## config.mk

```make
export PLATFORM = sky130hd
export DESIGN_NAME = maj_net_sequencer_flat
export DESIGN_NICKNAME = d
export VERILOG_FILES = /design/src/rtl/maj_net_pkg.sv /design/src/rtl/maj_net_sequencer_if.sv /design/src/rtl/maj3_cell.sv /design/src/rtl/maj_net_sequencer.sv /design/src/flat_wrapper.sv
export SDC_FILE = /design/constraint.sdc
export NUM_CORES = 1
export LEC_CHECK = 0
export BUFFER_PORTS_ARGS = -buffer_cell sky130_fd_sc_hd__buf_4
export CORE_MARGIN = 4
export CORE_UTILIZATION = 46
export DETAILED_ROUTE_END_ITERATION = 16
export PLACE_DENSITY = 0.68
export SLEW_MARGIN = 15
export SYNTH_ARGS = -nofsm -noshare
export SYNTH_HDL_FRONTEND = slang
export SYNTH_SLANG_ARGS = --single-unit
```

## constraint.sdc

```tcl
create_clock -name clk -period 3.1 [get_ports clk]
set_input_delay 0.155 -clock clk [delete_from_list [all_inputs] [get_ports clk]]
set_output_delay 0.155 -clock clk [all_outputs]
set_load 0.05 [all_outputs]
```

## src/rtl/maj_net_pkg.sv

```systemverilog
// Shared definitions for the majority-network sequencer:
// select codes, FSM states and a reference MAJ3 function.
package maj_net_pkg;

    localparam int SEL_X0        = 0;
    localparam int SEL_X1        = 1;
    localparam int SEL_X2        = 2;
    localparam int SEL_X3        = 3;
    localparam int SEL_X4        = 4;
    localparam int SEL_X5        = 5;
    localparam int SEL_X6        = 6;
    localparam int SEL_ZERO      = 7;
    localparam int SEL_GATE_BASE = 8;

    typedef enum logic [1:0] {
        IDLE,
        EVAL,
        DONE
    } state_t;

    function automatic logic maj3(input logic a, input logic b, input logic c);
        return (a & b) | (a & c) | (b & c);
    endfunction

endpackage

```

## src/rtl/maj_net_sequencer_if.sv

```systemverilog
// Host-side config/start bus and truth-table result of the
// majority-network sequencer.
interface maj_net_sequencer_if #(
    parameter int NGATES = 8
);
    localparam int SELW = $clog2(8 + NGATES);
    localparam int AW   = (NGATES > 1) ? $clog2(NGATES) : 1;
    localparam int NW   = $clog2(NGATES + 1);

    logic            cfg_we;
    logic [AW-1:0]   cfg_addr;
    logic [SELW-1:0] cfg_a;
    logic [SELW-1:0] cfg_b;
    logic [SELW-1:0] cfg_c;
    logic [NW-1:0]   cfg_n;
    logic [SELW-1:0] out_sel;
    logic            start;
    logic            busy;
    logic            done;
    logic [127:0]    tt;

    modport master (
        output cfg_we, cfg_addr, cfg_a, cfg_b, cfg_c,
        output cfg_n, out_sel, start,
        input  busy, done, tt
    );

    modport slave (
        input  cfg_we, cfg_addr, cfg_a, cfg_b, cfg_c,
        input  cfg_n, out_sel, start,
        output busy, done, tt
    );

endinterface

```

## src/rtl/maj3_cell.sv

```systemverilog
// Shared three-input majority cell, time-multiplexed
// across all configured gates.
module maj3_cell
    import maj_net_pkg::*;
(
    input  logic a,
    input  logic b,
    input  logic c,
    output logic y
);

    assign y = maj3(a, b, c);

endmodule

```

## src/rtl/maj_net_sequencer.sv

```systemverilog
// Evaluates a configured MAJ3 netlist for all 128 input
// vectors, one gate per cycle, and returns a net's truth table.
module maj_net_sequencer
    import maj_net_pkg::*;
#(
    parameter int NGATES = 8
) (
    input logic                clk,
    input logic                rst,
    maj_net_sequencer_if.slave bus
);

    localparam int SELW = $clog2(8 + NGATES);
    localparam int AW   = (NGATES > 1) ? $clog2(NGATES) : 1;
    localparam int NW   = $clog2(NGATES + 1);

    logic [SELW-1:0]   sel_a [NGATES];
    logic [SELW-1:0]   sel_b [NGATES];
    logic [SELW-1:0]   sel_c [NGATES];
    state_t            state;
    state_t            state_nx;
    logic [NW-1:0]     n_q;
    logic [NW-1:0]     n_clamp;
    logic [SELW-1:0]   osel_q;
    logic [6:0]        v;
    logic [AW-1:0]     g;
    logic [NGATES-1:0] gv;
    logic [NGATES-1:0] gv_fwd;
    logic [127:0]      tt_q;
    logic              op_a;
    logic              op_b;
    logic              op_c;
    logic              res;
    logic              out_bit;
    logic              last_g;
    logic              accept;

    function automatic logic pick(
        input logic [SELW-1:0]   s,
        input logic [6:0]        vv,
        input logic [NGATES-1:0] gs
    );
        logic r;
        r = 1'b0;
        for (int k = 0; k < 7; k++)
            if (int'(s) == SEL_X0 + k) r = vv[k];
        for (int k = 0; k < NGATES; k++)
            if (int'(s) == SEL_GATE_BASE + k) r = gs[k];
        return r;
    endfunction

    assign last_g = (int'(g) == int'(n_q) - 1);
    assign accept = (state == IDLE) && bus.start;

    assign op_a = pick(sel_a[g], v, gv);
    assign op_b = pick(sel_b[g], v, gv);
    assign op_c = pick(sel_c[g], v, gv);

    maj3_cell u_maj3 (
        .a (op_a),
        .b (op_b),
        .c (op_c),
        .y (res)
    );

    // The output net may be the gate finishing this cycle.
    always_comb begin
        gv_fwd    = gv;
        gv_fwd[g] = res;
    end

    assign out_bit = pick(osel_q, v, gv_fwd);

    always_comb begin
        n_clamp = bus.cfg_n;
        if (bus.cfg_n == '0)
            n_clamp = NW'(1);
        else if (int'(bus.cfg_n) > NGATES)
            n_clamp = NW'(NGATES);
    end

    always_ff @(posedge clk) begin
        if (rst) state <= IDLE;
        else     state <= state_nx;
    end

    always_comb begin
        state_nx = state;
        unique case (state)
            IDLE: if (bus.start) state_nx = EVAL;
            EVAL: if (last_g && v == 7'd127) state_nx = DONE;
            DONE: state_nx = IDLE;
            default: state_nx = IDLE;
        endcase
    end

    assign bus.busy = (state == EVAL);
    assign bus.done = (state == DONE);
    assign bus.tt   = tt_q;

    always_ff @(posedge clk) begin
        if (rst) begin
            for (int k = 0; k < NGATES; k++) begin
                sel_a[k] <= SELW'(SEL_ZERO);
                sel_b[k] <= SELW'(SEL_ZERO);
                sel_c[k] <= SELW'(SEL_ZERO);
            end
            n_q    <= NW'(1);
            osel_q <= SELW'(SEL_ZERO);
            v      <= '0;
            g      <= '0;
            gv     <= '0;
            tt_q   <= '0;
        end else if (state == IDLE) begin
            if (bus.cfg_we) begin
                sel_a[bus.cfg_addr] <= bus.cfg_a;
                sel_b[bus.cfg_addr] <= bus.cfg_b;
                sel_c[bus.cfg_addr] <= bus.cfg_c;
            end
            if (accept) begin
                n_q    <= n_clamp;
                osel_q <= bus.out_sel;
                v      <= '0;
                g      <= '0;
                gv     <= '0;
            end
        end else if (state == EVAL) begin
            // Clearing gate values per vector makes forward refs read 0.
            if (last_g) begin
                tt_q[v] <= out_bit;
                g       <= '0;
                v       <= v + 7'd1;
                gv      <= '0;
            end else begin
                gv[g] <= res;
                g     <= g + 1'b1;
            end
        end
    end

endmodule

```

## src/flat_wrapper.sv

```systemverilog
// flat-port wrapper written by rule: the top's interface ports become plain ports
module maj_net_sequencer_flat import maj_net_pkg::*;
#(
    parameter int NGATES = 8
)
  (clk, rst, bus_cfg_we, bus_cfg_addr, bus_cfg_a, bus_cfg_b, bus_cfg_c, bus_cfg_n, bus_out_sel, bus_start, bus_busy, bus_done, bus_tt);
  maj_net_sequencer_if #(.NGATES(NGATES)) bus_i ();
  input logic clk;
  input logic rst;
  input wire logic [$bits(bus_i.cfg_we)-1:0] bus_cfg_we;
  input wire logic [$bits(bus_i.cfg_addr)-1:0] bus_cfg_addr;
  input wire logic [$bits(bus_i.cfg_a)-1:0] bus_cfg_a;
  input wire logic [$bits(bus_i.cfg_b)-1:0] bus_cfg_b;
  input wire logic [$bits(bus_i.cfg_c)-1:0] bus_cfg_c;
  input wire logic [$bits(bus_i.cfg_n)-1:0] bus_cfg_n;
  input wire logic [$bits(bus_i.out_sel)-1:0] bus_out_sel;
  input wire logic [$bits(bus_i.start)-1:0] bus_start;
  output wire logic [$bits(bus_i.busy)-1:0] bus_busy;
  output wire logic [$bits(bus_i.done)-1:0] bus_done;
  output wire logic [$bits(bus_i.tt)-1:0] bus_tt;
  assign bus_i.cfg_we = bus_cfg_we;
  assign bus_i.cfg_addr = bus_cfg_addr;
  assign bus_i.cfg_a = bus_cfg_a;
  assign bus_i.cfg_b = bus_cfg_b;
  assign bus_i.cfg_c = bus_cfg_c;
  assign bus_i.cfg_n = bus_cfg_n;
  assign bus_i.out_sel = bus_out_sel;
  assign bus_i.start = bus_start;
  assign bus_busy = bus_i.busy;
  assign bus_done = bus_i.done;
  assign bus_tt = bus_i.tt;
  maj_net_sequencer #(.NGATES(NGATES)) u_core (.clk(clk), .rst(rst), .bus(bus_i));
endmodule
```

==> results.yml, run 1 <==
floorplanning:
  coreArea_um2: 27800
  die_h_um: 176
  die-area_um2: 31000
  ios: 157
  die_w_um: 176
  rows: 61
  start_util_pct: 46.7
global_route:
  grt_usage_pct: 22.6
  antenna_found_initial: 0
  grt_overflow: 0
  grt_max_degree: 90
  grt_pass1_wl_um: 57000
  grt_pass1_vias: 10300
critical_path:
  path_class: "flip-flop to flip-flop"
  cpMostUsedCell: "buf_12"
  start_kind: "flip-flop"
  cpPeakStageDelay_ns: 0.52
  cp_max_fo: 16
  worst_ep_arrival_time_ns: 3.75
  cp-end-kind: "flip-flop"
  crit_chain: "buf_12 -> buf_4 -> mux4_2 -> mux2_4 -> and3_1 -> a32oi_2 -> o211ai_2 -> maj3_4 -> o211ai_4 -> buf_12 -> buf_12 -> a31oi_1"
  cp.required_ns: 3.53
  slowest_stage: "mux4_2"
power_and_ir_drop:
  power_density_nw_per_um2: 452
  power.share.combinational_pct: 7.1
  power_frac_seq_pct: 47.2
  power_mw: 7.49
  power.internal_mw: 5.79
  ir_worst_vdd_mv: 0.354
  leakagePower_nw: 6.21
  p_sw_share_pct: 22.7
  netSwitchingPower_mw: 1.70
  clock_power_share_pct: 45.7
detailed_routing:
  first_pass_iters: 6
  wl_per_cell_um: 20.0
  routed_wl_um: 36200
  vias_per_cell: 5.77
  drt_first_iter_violations: 864
  vias: 10500
  drc_errors: 0
  drtAntennaViolNets: 0
layout:
  register_area_um2: 6070
  n_antenna_cell: 0
  syn_to_final_growth_pct: 27.8
  nNetsFinal: 1446
  drive_gt1_share_pct: 36.3
  n_fill_cell: 2311
  multi_input_area_um2: 6290
  utilization_pct: 59.7
synth:
  syn_inst: 1192
  yosys_warnings: 0
  synth_area_um2: 13000
  synth.largest_area_cell: "dfxtp_1"
  synth_edf_count: 96
  synthTopCellsByArea: "dfxtp_1 (25%), edfxtp_1 (22%), a31oi_2 (12%), o21bai_1 (7.7%), nor2_1 (5.0%)"
  synth.distinct_cells: 72
  synth_ff_type: "dfxtp_1"
  yosys.area.top_type_share_pct: 24.5
  async_flop_share_pct: 0
  ys_seq_area_share_pct: 46.8
  synth_seq_cells: 255
  syn_avg_cell_area_um2: 10.9
  synth_nets: 1222
timing:
  drv_slew: 0
  hold_viol_final: 0
  period_share_pct: 107
  rsz0062_at_grt: "yes"
  clock_skew_ns: 0.0185
  period_needed_ns: 3.32
  worst_pin_slew_ns: 0.865
  setup_ws_ns: -0.224
  slew_headroom_pct: 42.2
  clock.fmax_ghz: 0.301
  setup_viol: 128
flow_run:
  maxCapViolations: 0
clock_tree:
  clkSinkCount: 255
  clkTransAtPathRegs_ns: 0.07
  h-tree-depth: 1
  cts_buffer_depth: 3
  clk_latency_ns: 0.55
  cts_buffers: 27
  cts_tree: "built"
  ctsRootBufferMaster: "clkbuf_16"
placed_design:
  place_ws_ns: -0.248
  dp_hpwl_um: 24700
  port_buffers: 156
  globalplace.congestion: 0.864
hold_path:
  worstHoldPathType: "input port to flip-flop"
run_status:
  violations: "negative setup slack"
  status: "finished, violations left"
[final timing paths]
kind | from | end | slack (ns) | cells past startpoint
max reg2reg | flip-flop | u_core.bus.tt[88]$_SDFFE_PP0P_ | -0.22 | 12
min | bus_cfg_a[3] | u_core.sel_a[1][3]$_SDFFCE_PN0P_ | 0.05 | 3
min reg2reg | u_core.n_q[3]$_SDFFE_PP0P_ | u_core.n_q[3]$_SDFFE_PP0P_ | 0.46 | 2
max | flip-flop | u_core.bus.tt[88]$_SDFFE_PP0P_ | -0.22 | 12
[power groups by stage]
stage	logic [mW]	clock network [mW]	registers (mW)
after global placement	0.481	0	3.61
after global routing	0.576	3.59	3.54
after floorplan	0.302	0	3.60
final	0.532	3.42	3.53
after CTS	0.514	3.46	3.53
after detailed placement	0.487	0	3.61
[flip-flops by register name, summed over array words and instances, names as in the netlist, named ones only]
| register | count |
|---|---|
| u_core.bus.tt | 128 |
| u_core.sel_a | 32 |
| u_core.sel_b | 32 |
| u_core.sel_c | 32 |
| u_core.gv | 8 |
| u_core.v | 7 |
| u_core.n_q | 4 |
| u_core.osel_q | 4 |
| u_core.g | 3 |
| u_core.state | 2 |
[Yosys cell counts (3+ instances only)]
cell,count
nand3b_1,10
mux4_2,25
or3_1,48
mux2i_1,16
nor3b_1,5
a31oi_1,9
mux2_2,8
nand2b_1,29
clkbuf_1,55
nand2_1,45
and3_1,5
nand4_1,6
nand3_1,26
nor2_1,174
ha_1,3
or2_2,13
buf_12,11
nor2b_1,8
inv_1,21
a31oi_2,120
o211ai_1,3
a22oi_1,3
buf_4,14
a21oi_1,29
o32ai_1,8
and2_1,3
edfxtp_1,96
buf_2,7
o21ai_0,14
nor3_1,14
o21bai_1,133
dfxtp_1,159
nor4_1,7
a211oi_1,6
buf_6,7
xor2_1,4
[timing repair]
item	in CTS	in global routing
gates cloned	2	6
hold endpoints to repair	83	0
hold buffers	19	0
buffers inserted	2	9
resized for setup	7	26
pin swaps	2	3
setup endpoints to repair	128	128
[logic make-up after synthesis]
group           Yosys count  share of synthesized area (%)
simple gates            398                           14.8
compound gates          356                           24.9
flops                   255                           46.8
buf+inv                 118                           5.76
mux                      55                           7.00
xor+xnor                  6                          0.405
fa+ha+maj                 4                          0.395
[per-layer routing]
| layer | global-route usage, % | part of all wire, % | wire [µm] |
|---|---|---|---|
| met5 | 0 | 0 | 0 |
| met2 | 37.8 | 49 | 17600 |
| met4 | 7.47 | 3.1 | 1120 |
| met3 | 2.89 | 5.8 | 2120 |
| met1 | 30.6 | 42 | 15300 |
[cell usage in the layout (no fill, tap or decap), drive strengths merged, types with 5 or more instances in the layout]
| master | n |
|---|---|
| clkbuf | 40 |
| dfxtp | 159 |
| buf | 267 |
| o21bai | 133 |
| nor3b | 5 |
| mux2i | 20 |
| mux4 | 25 |
| nand2b | 29 |
| inv | 22 |
| mux2 | 10 |
| dlygate4sd3 | 19 |
| nor3 | 14 |
| a31oi | 129 |
| a211oi | 6 |
| nor2b | 8 |
| or2 | 13 |
| nor2 | 174 |
| nand3b | 10 |
| o211ai | 5 |
| clkinv | 7 |
| nor4 | 7 |
| nand3 | 26 |
| nand2 | 45 |
| a21oi | 29 |
| o21ai | 17 |
| nand4 | 6 |
| o32ai | 8 |
| edfxtp | 96 |
| or3 | 48 |
| and3 | 5 |
[metrics by stage]
step / TNS [ns] / hold slack [ns] / cells / cell area (µm²)
2_1_floorplan: -2.16 / 0.267 / 1192 / 13000
3_3_place_gp: -16.61 / 0.372 / 1727 / 15000
3_5_place_dp: -27.79 / 0.378 / 1727 / 15000
4_1_cts: -20.47 / 0.0268 / 1800 / 16200
5_1_grt: -37.26 / 0.0678 / 1815 / 16600
6_report: -25.13 / 0.0488 / 1815 / 16600
[final cells by class]
class | instances | area share [%]
repair buffers | 292 | 16.4
clock buffers | 34 | 4.54
flip-flops and latches | 255 | 36.6
inverters | 21 | 0.476
multi-input cells | 819 | 37.9
well taps | 378 | 2.85
clock inverters | 16 | 1.16
[critical path: cells and delay by family, from the launching register on]
kind / cells / cell delay, ns
compound gates: 4 / 0.75
fa+ha+maj: 1 / 0.39
buf+inv: 4 / 0.64
flops: 1 / 0.41
mux: 2 / 0.81
simple gates: 1 / 0.19
No activity file was read; power rests on OpenSTA's default activity.
==> inputs of run 2 (changes only) <==
--- a/config.mk
+++ b/config.mk
@@ -6,10 +6,13 @@
 export NUM_CORES = 1
 export LEC_CHECK = 0
 export BUFFER_PORTS_ARGS = -buffer_cell sky130_fd_sc_hd__buf_4
+export CELL_PAD_IN_SITES_DETAIL_PLACEMENT = 2
+export CELL_PAD_IN_SITES_GLOBAL_PLACEMENT = 2
 export CORE_MARGIN = 4
-export CORE_UTILIZATION = 46
+export CORE_UTILIZATION = 35
 export DETAILED_ROUTE_END_ITERATION = 16
-export PLACE_DENSITY = 0.68
+export GPL_ROUTABILITY_DRIVEN = 0
+export PLACE_DENSITY_LB_ADDON = 0.1
 export SLEW_MARGIN = 15
 export SYNTH_ARGS = -nofsm -noshare
 export SYNTH_HDL_FRONTEND = slang
==> run 2 against run 1 <==
- the run still ends with negative setup slack left
- cell count increased by 5.8%
- sequential share of layout area decreased by 0.52 points
- global-route usage decreased by 1.1 points
- fmax decreased by 1.7%
- critical path depth increased by 2
- register-to-register slack got worse by 0.06 ns
- final area increased by 1.4%
- largest cell class unchanged
==> results.yml, run 2 (synthesis results as in run 1) <==
run_status:
  status: "finished, violations left"
  violations: "negative setup slack"
critical_path:
  cp.required_ns: 3.53
  crit_chain: "buf_12 -> mux4_2 -> mux2i_2 -> buf_4 -> nand2b_4 -> or3_4 -> o311ai_2 -> o211ai_1 -> maj3_4 -> o21ai_2 -> o41a_4 -> buf_12 -> buf_12 -> a31oi_2"
  slowest_stage: "mux4_2"
  cp-end-kind: "flip-flop"
  worst_ep_arrival_time_ns: 3.81
  r2r_end: "u_core.bus.tt[39]$_SDFFE_PP0P_"
  cpMostUsedCell: "buf_12"
  cpPeakStageDelay_ns: 0.50
  r2r_cells: 14
  path_class: "flip-flop to flip-flop"
  cp_max_fo: 18
  start_kind: "flip-flop"
  reg2reg_slack_ns: -0.28
layout:
  utilization_pct: 45.9
  final_cell_mix: "buf_4 (245), nor2_1 (169), dfxtp_1 (156)"
  nNetsFinal: 1459
  syn_to_final_growth_pct: 29.6
  n_antenna_cell: 0
  largest_reg_flops: 128
  drive_gt1_share_pct: 36.7
  final_common_cell: "buf_4"
flow_run:
  maxCapViolations: 0
timing:
  clock_skew_ns: 0.0106
  drv_slew: 0
  hold_viol_final: 0
  fin_hold_ws_ns: 0.0321
  setup_viol: 128
  period_share_pct: 109
  period_needed_ns: 3.38
  clock.fmax_ghz: 0.296
  slew_headroom_pct: 50.7
  worst_pin_slew_ns: 0.740
  rsz0062_at_grt: "yes"
  setup_ws_ns: -0.281
detailed_routing:
  top_layer: "met4"
  drt_first_iter_violations: 558
  drc_errors: 0
  vias: 10600
  vias_per_cell: 5.53
  wl_met3_um: 1410
  met2WireLength_um: 21900
  wl_per_cell_um: 23.7
  drt-met1-wl_um: 21600
  first_pass_iters: 4
  drtAntennaViolNets: 0
  routed_wl_um: 45600
global_route:
  grt_pass1_wl_um: 69800
  grt_overflow: 0
  grt_pass1_vias: 11600
  grt_usage_pct: 21.5
  antenna_found_initial: 1
  grt_max_degree: 162
hold_path:
  holdPathStages: 3
  worstHoldPathType: "input port to flip-flop"
  hp-start: "bus_cfg_a[3]"
  min_to: "u_core.sel_a[5][3]$_SDFFCE_PN0P_"
clock_tree:
  cts_buffer_depth: 3
  clkTransAtPathRegs_ns: 0.06
  h-tree-depth: 1
  clkSinkCount: 255
  clk_latency_ns: 0.56
  ctsRootBufferMaster: "clkbuf_16"
  cts_tree: "built"
  cts_buffers: 30
floorplanning:
  start_util_pct: 35.4
  rows: 70
  coreArea_um2: 36600
  ios: 157
  die-area_um2: 40200
  die_w_um: 201
  die_h_um: 201
power_and_ir_drop:
  p_sw_share_pct: 23.4
  power.internal_mw: 5.97
  ir_worst_vdd_mv: 0.364
  netSwitchingPower_mw: 1.82
  power.share.combinational_pct: 7.2
  clock_power_share_pct: 47.3
  power_density_nw_per_um2: 463
  leakagePower_nw: 6.28
  power_frac_seq_pct: 45.4
  power_mw: 7.79
placed_design:
  dp_hpwl_um: 31200
  port_buffers: 156
  place_ws_ns: -0.363
run 2: changes by cell type in the layout (fill, tap and decap cells not counted), sizes merged:
cell,previous run,this run
buf,267,279
clkinv,7,14
clkinvlp,4,1
clkbuf,40,41
inv,22,21
run 2: per-layer routing:
layer,vias to the layer above,track usage [%]
met3,45,2.63
met1,5481,29.8
met2,172,36.6
met4,0,3.88
met5,-,0
li1,4931,-
run 2: worst max-delay path by stage:
stage / start / to / slack (ns) / cells past startpoint
3_5_place_dp: flip-flop / u_core.bus.tt[127]$_SDFFE_PP0P_ / -0.36 / 14
3_3_place_gp: flip-flop / u_core.bus.tt[120]$_SDFFE_PP0P_ / -0.23 / 14
2_1_floorplan: flip-flop / u_core.bus.tt[0]$_SDFFE_PP0P_ / -0.02 / 13
4_1_cts: flip-flop / u_core.bus.tt[76]$_SDFFE_PP0P_ / -0.30 / 12
6_report: flip-flop / u_core.bus.tt[39]$_SDFFE_PP0P_ / -0.28 / 14
5_1_grt: flip-flop / u_core.bus.tt[75]$_SDFFE_PP0P_ / -0.40 / 12
run 2: area by class of cell:
class / count / area (µm²)
fill: 3793 / 19800
multi-input combinational: 819 / 6300
sequential: 255 / 6070
timing repair buffer: 302 / 2750
clock buffer: 37 / 830
tap: 468 / 586
clock inverter: 19 / 194
inverter: 21 / 78.8
run 2: power by group through the flow:
| stage | combinational [mW] | clock, mW | sequential [mW] |
|---|---|---|---|
| floorplan | 0.302 | 0 | 3.60 |
| global placement | 0.518 | 0 | 3.61 |
| detailed placement | 0.530 | 0 | 3.61 |
| CTS | 0.555 | 3.77 | 3.54 |
| global route | 0.611 | 3.92 | 3.54 |
| finish | 0.563 | 3.69 | 3.54 |
run 2: per-stage QoR:
step                      cells  area (µm²)  TNS (ns)
final                      1921       16800    -31.07
after detailed placement   1835       15300    -42.90
after global routing       1921       16800    -46.66
after CTS                  1911       16500    -34.36
after floorplan            1192       13000     -2.16
after global placement     1835       15300    -26.79
run 2: what timing repair did:
action	in CTS	in global routing
hold buffers	19	0
buffers inserted	1	5
pin swaps	0	5
gates resized for setup	9	32
setup endpoints to repair	128	136
endpoints found under the hold margin	83	0
gates cloned	0	5
run 2: critical path: cells and delay by family, from the launching register on:
family                   cells  cell delay (ns)
multiplexers                 2             0.70
AO/OA/AOI/OAI                5             0.69
buffers and inverters        4             0.67
flip-flops                   1             0.40
AND/OR/NAND/NOR              2             0.39
adder cells (fa/ha/maj)      1             0.40
